[src/rtl/sw_debounce.sv]
// Vector switch debouncer: 2-flop synchronizer, stability counter FSM and a single-entry
// valid/ready event register that overwrites (and flags overrun) when not drained in time.
module sw_debounce #(
    parameter int unsigned NB_SW      = 4,
    parameter int unsigned NB_COUNTER = 14,
    parameter int unsigned N_STABLE   = 10000
) (
    input  logic             clock,
    input  logic             i_reset,
    input  logic [NB_SW-1:0] i_sw,
    input  logic             i_ready,
    output logic [NB_SW-1:0] o_sw,
    output logic [NB_SW-1:0] o_rise,
    output logic [NB_SW-1:0] o_fall,
    output logic             o_valid,
    output logic [NB_SW-1:0] o_event,
    output logic             o_overrun
);

    typedef enum logic [1:0] {StStable, StCount, StCommit} state_e;

    localparam logic [NB_COUNTER-1:0] CntLast = NB_COUNTER'(N_STABLE - 1);

    state_e                r_state, w_state_next;
    logic [NB_SW-1:0]      r_meta, r_sync;
    logic [NB_SW-1:0]      r_cand, w_cand_next;
    logic [NB_COUNTER-1:0] r_cnt, w_cnt_next;
    logic [NB_SW-1:0]      r_sw, r_rise, r_fall, r_event;
    logic                  r_valid, r_overrun;
    logic                  w_commit, w_xfer, w_overrun;

    always_ff @(posedge clock or negedge i_reset) begin
        if (!i_reset) begin
            r_meta <= '0;
            r_sync <= '0;
        end else begin
            r_meta <= i_sw;
            r_sync <= r_meta;
        end
    end

    always_ff @(posedge clock or negedge i_reset) begin
        if (!i_reset) begin
            r_state <= StStable;
            r_cand  <= '0;
            r_cnt   <= '0;
        end else begin
            r_state <= w_state_next;
            r_cand  <= w_cand_next;
            r_cnt   <= w_cnt_next;
        end
    end

    // A return to the committed value always wins over a new candidate (bounce rejected).
    always_comb begin
        w_state_next = r_state;
        w_cand_next  = r_cand;
        w_cnt_next   = r_cnt;
        unique case (r_state)
            StStable: begin
                if (r_sync != r_sw) begin
                    w_cand_next  = r_sync;
                    w_cnt_next   = '0;
                    w_state_next = StCount;
                end
            end
            StCount: begin
                if (r_sync == r_sw) begin
                    w_state_next = StStable;
                end else if (r_sync != r_cand) begin
                    w_cand_next = r_sync;
                    w_cnt_next  = '0;
                end else if (r_cnt == CntLast) begin
                    w_state_next = StCommit;
                end else begin
                    w_cnt_next = r_cnt + NB_COUNTER'(1);
                end
            end
            StCommit: w_state_next = StStable;
            default:  w_state_next = StStable;
        endcase
    end

    always_comb begin
        w_commit  = (r_state == StCommit);
        w_xfer    = r_valid & i_ready;
        w_overrun = w_commit & r_valid & ~i_ready;
    end

    always_ff @(posedge clock or negedge i_reset) begin
        if (!i_reset) begin
            r_sw      <= '0;
            r_rise    <= '0;
            r_fall    <= '0;
            r_event   <= '0;
            r_valid   <= 1'b0;
            r_overrun <= 1'b0;
        end else begin
            r_overrun <= w_overrun;
            if (w_commit) begin
                r_sw    <= r_cand;
                r_rise  <= r_cand & ~r_sw;
                r_fall  <= ~r_cand & r_sw;
                r_event <= r_cand;
                r_valid <= 1'b1;
            end else begin
                r_rise <= '0;
                r_fall <= '0;
                if (w_xfer) begin
                    r_valid <= 1'b0;
                end
            end
        end
    end

    assign o_sw      = r_sw;
    assign o_rise    = r_rise;
    assign o_fall    = r_fall;
    assign o_valid   = r_valid;
    assign o_event   = r_event;
    assign o_overrun = r_overrun;

endmodule

[config.mk]
export PLATFORM = sky130hd
export DESIGN_NAME = sw_debounce
export DESIGN_NICKNAME = d
export VERILOG_FILES = /design/src/rtl/sw_debounce.sv
export SDC_FILE = /design/constraint.sdc
export NUM_CORES = 1
export LEC_CHECK = 0
export BUFFER_PORTS_ARGS = -buffer_cell sky130_fd_sc_hd__buf_2
export CORE_MARGIN = 2
export CORE_UTILIZATION = 40
export DETAILED_ROUTE_END_ITERATION = 8
export HOLD_SLACK_MARGIN = 0.03
export SYNTH_ARGS = -nofsm -noshare
export SYNTH_HDL_FRONTEND = slang
export SYNTH_SLANG_ARGS = --single-unit
[constraint.sdc]
create_clock -name clock -period 4.37 [get_ports clock]
set_input_delay 0 -clock clock [delete_from_list [all_inputs] [get_ports clock]]
set_output_delay 0 -clock clock [all_outputs]
set_load 0.02 [all_outputs]
==> Word-level counts from Yosys, hierarchy flattened <==
Index checks and enable logic that the tools add are counted.
{ "word_totals": {"ff_bits": 42, "in_bits": 7, "out_inout_bits": 18, "word_cells": 55} }
{ "op_classes": {"add_sub_neg": 1, "n_eq_ne": 12, "mux": 18, "bitwise": 8, "n_reduce_logical": 6} }
{ "ops": {"columns": ["op", "count"], "rows": [
  ["14-bit two-way mux", 4],
  ["14-bit case mux with 2 select lines", 1],
  ["4-bit two-way mux", 5],
  ["14-bit by 1-bit adder with 14-bit output, second input constant", 1],
  ["14-bit equality test, second input constant", 1],
  ["3-bit != test, second input constant", 3],
  ["4-bit bitwise AND", 2],
  ["2-bit two-way mux", 4],
  ["4-bit != test", 2],
  ["4-bit NOT", 2],
  ["4-bit case mux with 2 select lines", 1],
  ["4-bit AND reduction", 2],
  ["2-bit != test, second input constant", 3],
  ["4-bit equality test", 1],
  ["2-bit case mux with 2 select lines", 1],
  ["2-bit nonzero test", 2],
  ["1-bit bitwise AND", 3],
  ["3-bit AND reduction", 1],
  ["2-bit by 1-bit equality test with 1-bit output, second input constant", 1],
  ["2-bit equality test, second input constant", 1],
  ["2-bit logical NOT", 1],
  ["1-bit two-way mux", 2],
  ["1-bit NOT", 1]
]} }

==> Longest topological paths before layout <==
Gate-level depths: netlist (run 1).
{ "logic_depth": {"depth_word": 5, "ltp_mapped": 7, "ltp_nobuf": 6} }

==> Least setup slack after synthesis (run 1) <==
OpenSTA, ideal clock, no wires.
{ "synth_timing": {"kind": "reg-to-reg", "start": "register r_cand[0]", "end": "register r_cand[0]", "setup_time_ps": 125, "t_arrival_ps": 1702, "t_required_ps": 4245, "path_slack_ps": 2544, "path_stages_with_launch": 6, "path_buffers": 1, "synth_period_minus_slack_ps": 1826, "path_cell_list": "dfrtp_1 -> nor2b_1 -> a2111o_1 -> buf_6 -> o21ai_0 -> mux2_2"} }
{ "synth_between": {"elab_chain_cells": 3} }
{ "synth_rtl": {"columns": ["element", "line_no", "source"], "rows": [
  ["from (decl)", "26", "logic [NB_SW-1:0] r_cand, w_cand_next;"],
  ["from (signal assigned)", "49", "r_cand <= w_cand_next;"],
  ["4-bit != test", "70", "end else if (r_sync != r_cand) begin"],
  ["2-bit != test (no source line)", null, null],
  ["4-bit AND reduction (no source line)", null, null]
]} }
Every way passes these cells.
A chain may end at the register's enable or synchronous reset.

==> Worst setup path after layout (run 1) <==
{ "layout_timing": {"start": "register r_cand[0]", "end": "register r_cnt[3]"} }
{ "layout_between": {"elab_chain_cells": 4, "word_cells_on_any_way": 6, "classes_between": "2 x eq/ne; 3 x mux; 1 x reduce/logical"} }
{ "layout_rtl": {"columns": ["element", "line_no", "source"], "rows": [
  ["4-bit != test (*)", "70", null],
  ["14-bit two-way mux", "70", null],
  ["14-bit two-way mux", "68", "if (r_sync == r_sw) begin"],
  ["14-bit case mux with 2 select lines", "59", "unique case (r_state)"],
  ["to (signal assigned)", "50", "r_cnt <= w_cnt_next;"],
  ["to (decl)", "27", "logic [NB_COUNTER-1:0] r_cnt, w_cnt_next;"]
]} }
Every way passes the cells marked *; elsewhere a longest branch is shown, timed or not. The select of a mux whose other input is x is not followed.

==> results.md, run 1 <==
- RD Place Congestion: around 0.91
- Register area: about 0.0011 sq mm
- Root Driver: clkbuf_8
- Nets: 203
- VDD IR max: 162.4 uV
- I/O pin cnt: 25
- Vias in the first global route: 1355
- Largest fanout on the critical path: 14
- Effective utilization at floorplan: 0.4097
- H-tree lvl count: 2
- PD cells: 345.6 mW/mm^2
- Crit-path slowest cell: a2111o_1
- # DRC: 0
- Max incr delay on CP: 580 ps
- Final Non-Filler Cells: 250
- Final count of negative-setup-slack endpoints: 0
- Largest net degree at the start of global routing: 43
- Area delta synth->final: 14.94%
- Die W: 73.09 um
- Max-Cap Viols: 0
- IO buf count: 24
- # diodes: 0
- CTS tree: done
- Placed wire-length estimate: 2392 um
- Data arrival, critical path: 2340 ps
- Clock Tree Buf Depth: 2
- Row count: 25
- Worst setup SP type: register
- # Post-CTS Setup Buffers: 0
- Area of the multi-input gates: 764.5 sq um
- Total track usage: 0.1494
- Most frequent cells in the layout: dfrtp_1 (42), buf_2 (24), nand3_1 (14), nor3b_1 (9), nand2_1 (9)
- Fin crit share: 0.4896
- Cts bufs inserted: 5
- Sequential area share after synthesis: 0.5505
- Commonest non-fill, non-tap cell in the layout: dfrtp_1
- Crit path time final: 2139 ps
- Min-delay src: i_sw[1]
- WL/cell: 14.35 um
- TritonCTS Sinks: 42
- Vias: 1409
- Most frequent CP cell: o21ai_0
- Final Total Pwr: ~760 uW
- Placed instance count: 236
- Die Ht: 73.09 um
- CP Data Required Time: 4570 ps
- CP startpoint: r_cand[0]$_DFFE_PN0P_
- Result of the run: completed
- Synth warn: 0
- Core Area: 0.004661 sq mm
- Min-delay worst type: input port to register
- Via-to-Cell Ratio: 5.636
- DRT iter0 DRCs: 69
- Rel. slew slack: 0.3872
- Die area: roughly 0.0053 sq mm
- CTS clk-pin slew, worst paths: 80 ps
- Fin. max-slew vios: 0
- Crit end category: register
- Synth Net Count: 177
- LEAKAGE: 1.001 nW
- # fillers: roughly 420
- Global-route wire length before repair: 6037 um
- Cell variety after synth: 36
- Fin Setup TNS: 0 ps
- Worst-skew pair later-pin latency: 300 ps
- Measured slew at the worst slew-check pin: 919.2 ps
- Drt pass-1 iters: 4
- Synthesized area: about 0.0019 sq mm
- Share of cells above drive strength 1: 0.2194
- Cells after synthesis: 169
- Worst r2r src: r_cand[0]$_DFFE_PN0P_
- Max frequency: 467.4 MHz
- Syn_area_per_cell: ~11 sq um
- Post-detailed-route count of antenna-violating nets: 0
- Initial antenna violation count: 0
- Final Hold Fails: 0
- Critical path class: register to register
- CP Cell Sequence: nor2b_1 -> a2111o_1 -> o31ai_4 -> o21ai_0 -> o21ai_0
- Worst Clk Skew: ~10 ps
- RSZ-0062 raised after global routing: false
- Routed Wire Length: 3587 um
- Count of state elements after synthesis: 42
- Overflow after GRT: 0
==> layer usage <==
layer	vias up	routed length [um]	GRT usage
met5	-	0	0
met2	38	1708	0.2452
met1	696	1605	0.1733
met3	10	162	0.04558
li1	665	-	-
met4	0	110	0.08230
==> where the power goes <==
group	switching, mW	internal, mW	total, mW
registers	0.00890	0.397	0.406
logic	0.0325	0.0214	0.0539
clock network	0.131	0.168	0.299
total	0.172	0.586	0.758
==> sequential cells by signal, indices dropped and copies added (netlist names) <==
name	count
o_valid	1
r_cand	4
r_cnt	14
o_overrun	1
r_meta	4
r_state	2
o_event	4
o_rise	4
r_sync	4
o_fall	4
==> cells by family (layout without fill, tap and decap cells) <==
group                    Yosys count  in the layout  share of synthesized area
AND/OR/NAND/NOR                   65             65                     0.2045
flip-flops                        42             42                     0.5505
adder cells (fa/ha/maj)            1              1                   0.006552
multiplexers                      11             11                    0.06226
buffers and inverters             17             44                    0.04915
XOR/XNOR                           5              5                    0.02293
AO/OA/AOI/OAI                     28             28                     0.1042
==> worst max-delay path: cells and delay by family (launching register included) <==
| kind | cells | cell delay (ps) |
|---|---|---|
| DFF | 1 | 430 |
| AOI/OAI and AO/OA | 4 | 1470 |
| and+or+nand+nor | 1 | 150 |
==> stage by stage <==
stage	utilization	hold WS [ps]	cell area (sq um)	setup WS (ps)
after floorplan	-	-295.6	1909	2544
after global placement	0.4346	109.5	2026	2286
after detailed placement	0.4346	110.1	2026	2241
after CTS	0.4709	343.1	2195	2208
after global routing	0.4709	346.4	2195	2061
final	0.4709	348.3	2195	2231
==> synth_stat cells (all sizes together) <==
master | n | area share
a2111o | 1 | 0.0059
a21o | 3 | 0.012
a21oi | 7 | 0.018
a22o | 1 | 0.0046
a41o | 1 | 0.0052
a41oi | 1 | 0.0046
and2 | 1 | 0.0033
and3 | 5 | 0.016
buf | 6 | 0.028
clkbuf | 5 | 0.0098
dfrtp | 42 | 0.55
ha | 1 | 0.0066
inv | 6 | 0.012
mux2 | 7 | 0.041
mux2i | 4 | 0.021
nand2 | 9 | 0.018
nand2b | 4 | 0.013
nand3 | 14 | 0.037
nand3b | 1 | 0.0039
nand4 | 6 | 0.020
nor2 | 4 | 0.0079
nor2b | 3 | 0.0098
nor3 | 3 | 0.020
nor3b | 9 | 0.035
nor4 | 5 | 0.016
nor4b | 1 | 0.0046
o2111ai | 1 | 0.0079
o21ai | 8 | 0.021
o22ai | 3 | 0.0098
o31ai | 2 | 0.015
xnor2 | 4 | 0.018
xor2 | 1 | 0.0046
==> area by class of cell <==
cell class              instances  share of cell area
repair buffers                 30             0.08210
inverters                       6             0.01026
clock buffers                   5             0.03136
multi-input cells             110              0.3483
clock inverters                 3             0.01824
flip-flops and latches         42              0.4789
well taps                      54             0.03079
==> what timing repair did <==
| action | 4_1_cts | 5_1_grt |
|---|---|---|
| endpoints found under the setup margin | 0 | 0 |
| resized for setup | 0 | 0 |
| hold buffers | 6 | 0 |
| hold endpoints to repair | 48 | 0 |
==> final timing paths <==
kind / endpoint / slack, ps / depth (start not counted)
worst max register to register: r_cnt[3]$_DFFE_PN0P_ / 2230 / 5
worst min register to register: r_sync[2]$_DFF_PN0_ / 350 / 0
min in group asynchronous: o_event[0]$_DFFE_PN0N_ / 370 / 2
max in group asynchronous: r_cnt[0]$_DFFE_PN0P_ / 3420 / 2
worst max-delay path: r_cnt[3]$_DFFE_PN0P_ / 2230 / 5
worst min-delay path: r_meta[1]$_DFF_PN0_ / 350 / 2
No activity file was read; power rests on OpenSTA's default activity.
==> run 2: changes to the inputs <==
==> constraint.sdc (replaced) <==
create_clock -name clock -period 1.87 [get_ports clock]
set_input_delay 0 -clock clock [delete_from_list [all_inputs] [get_ports clock]]
set_output_delay 0 -clock clock [all_outputs]
set_load 0.02 [all_outputs]
==> results.md, run 2 (synthesis results as in run 1) <==
- Overflow after GRT: 0 (unchanged)
- Area of the multi-input gates: 788.3 sq um (+3.1%)
- P_sw: 420.6 uW (+140%)
- Cts bufs inserted: 5 (unchanged)
- Most Crowded Layer GR: met2
- H-tree lvl count: 2 (unchanged)
- Most frequent cells in the layout: dfrtp_1 (42), buf_4 (27), buf_2 (25), nand3_1 (14)
- Area delta synth->final: 27.65%
- IO buf count: 24 (unchanged)
- Dpl cell area: 0.002198 sq mm (+8.5%)
- Final count of negative-setup-slack endpoints: 0 (unchanged)
- Min-delay worst type: input port to asynchronous set/reset pin
- Total track usage: 0.1637 (+0.01428)
- Row count: 25 (unchanged)
- Initial antenna violation count: 0 (unchanged)
- Final Non-Filler Cells: 281 (+12%)
- Post-route cell area: 0.002437 sq mm (+11%)
- VDD IR max: 376.1 uV (+130%)
- Placed wire-length estimate: 2809 um (+17%)
- Data arrival, critical path: 2060 ps (-280 ps)
- Max-Cap Viols: 0 (unchanged)
- Final hold slack: 231.9 ps (-116.4 ps)
- Global-route met3 utilization: 0.04282 (-0.002762)
- RD Place Congestion: 0.8643 (-4.6%)
- Crit path time final: 1852 ps (-287.6 ps)
- Int Power: 1.281 mW (+120%)
- Die area: 0.005342 sq mm (unchanged)
- TritonCTS Sinks: 42 (unchanged)
- Effective utilization at floorplan: 0.4097 (unchanged)
- Fin. max-slew vios: 0 (unchanged)
- CTS tree: done
- Fin Setup TNS: 0 ps (unchanged)
- # diodes: 0 (unchanged)
- # fillers: 419 (+0.24%)
- Combinational cell fraction of total power: 0.107 (+0.036)
- Nets: 234 (+15%)
- WL/cell: 14.19 um (-1.1%)
- Critical path class: register to register
- Biggest register: r_cnt
- GR Layer Usage met1: 0.2104 (+0.03710)
- Max frequency: 540.0 MHz (+16%)
- I/O pin cnt: 25 (unchanged)
- Core Area: 0.004661 sq mm (unchanged)
- Share of cells above drive strength 1: 0.3480 (+0.1286)
- Via-to-Cell Ratio: 5.413 (-4.0%)
- Commonest non-fill, non-tap cell in the layout: dfrtp_1
- Crit end category: register
- Drt pass-1 iters: 4 (unchanged)
- Vias: 1521 (+7.9%)
- Max reg flops: 14 (unchanged)
- Clock Tree Buf Depth: 2 (unchanged)
- Vias in the first global route: 1457 (+7.5%)
- RSZ-0062 raised after global routing: true
- Reg power frac: 0.554 (+0.019)
- Global-route wire length before repair: 6617 um (+9.6%)
- Largest fanout on the critical path: 4 (-10)
- Post-detailed-route count of antenna-violating nets: 0 (unchanged)
- Switch share: 0.2472 (+0.01995)
- Routed Wire Length: 3986 um (+11%)
- LEAKAGE: 1.152 nW (+15%)
- Clk pwr share: 0.339 (-0.055)
- PD cells: 698.1 mW/mm^2 (+100%)
- Rel. slew slack: 0.6076 (+0.2204)
- DRT iter0 DRCs: 65 (-5.8%)
- Die W: 73.09 um (unchanged)
- Worst setup SP type: register
- Die Ht: 73.09 um (unchanged)
- Placed instance count: 259 (+9.7%)
- # DRC: 0 (unchanged)
- Register area: 0.001051 sq mm (unchanged)
- GR Util met2: 0.2573 (+0.01201)
- CTS clk-pin slew, worst paths: 90 ps (about the same)
- Worst-skew pair later-pin latency: 300 ps (about the same)
- Largest net degree at the start of global routing: 27 (-37%)
- Root Driver: clkbuf_8
- Result of the run: completed
- Fin crit share: 0.9903 (+0.5007)
- Final Hold Fails: 0 (unchanged)
- Worst reg-to-reg setup slack: 20 ps (-2210 ps)
- Worst Clk Skew: 10.20 ps (+0.1263 ps)
- Measured slew at the worst slew-check pin: 588.6 ps (-330.6 ps)
- CP Data Required Time: 2080 ps (-2490 ps)
-- run 2: cell types whose count changed in the layout (fill, tap and decap cells not counted), moves of 3 or more --
cell / delta
buf_4: +27
o21ai_0: -4
o21ai_1: +4
buf_6: +3
-- run 2: final cells by class --
cell class                      count  area share
Sequential cell                    42      0.4312
Tap cell                           54     0.02772
Timing Repair Buffer               61      0.1730
Multi-Input combinational cell    110      0.3234
Clock inverter                      2    0.005647
Clock buffer                        6     0.02977
Inverter                            6    0.009240
-- run 2: layer usage --
metal | share of wire | vias up
met5 | 0 | -
met2 | 0.48 | 50
met4 | 0.021 | 0
li1 | - | 718
met1 | 0.45 | 746
met3 | 0.045 | 7
-- run 2: timing repair --
item | 4_1_cts | 5_1_grt
pin swaps | 1 | 4
endpoints found under the setup margin | 6 | 17
gates cloned | 0 | 1
resized for setup | 1 | 13
endpoints found under the hold margin | 30 | 0
hold buffers | 6 | 0
setup buffers | 2 | 5
-- run 2: worst paths after layout --
path	from	to	cells after the start
worst max-delay path	r_sync[2]$_DFF_PN0_	r_cnt[9]$_DFFE_PN0P_	7
worst min-delay path	i_reset	o_event[0]$_DFFE_PN0N_	2
worst max register to register	r_sync[2]$_DFF_PN0_	r_cnt[9]$_DFFE_PN0P_	7
worst min register to register	r_meta[2]$_DFF_PN0_	r_sync[2]$_DFF_PN0_	0
max in group asynchronous	i_reset	r_cand[0]$_DFFE_PN0P_	3
min in group clock	i_sw[3]	r_meta[3]$_DFF_PN0_	2
-- run 2: worst max-delay path: stages (launching register included) --
cell and delay (ps):
dfrtp_1 410, nor2b_1 140, a2111o_1 430, buf_6 140, o31ai_4 270, buf_4 200, a21oi_1 50, o22ai_1 150
-- run 2: power by group through the flow --
stage	sequential (mW)	combinational [mW]	clock, mW
final	0.943	0.183	0.576
after global placement	0.959	0.151	0
after detailed placement	0.961	0.155	0
after CTS	0.942	0.171	0.593
after global routing	0.945	0.202	0.626
after floorplan	0.960	0.0846	0
-- run 2: metrics by stage --
step	setup WS (ps)	power, mW	util
CTS	23.40	1.707	0.5068
global placement	30.24	1.110	0.4717
finish	18.20	1.702	0.5230
global route	-95.71	1.773	0.5230
detailed placement	-12.29	1.116	0.4717
floorplan	43.76	1.045	-
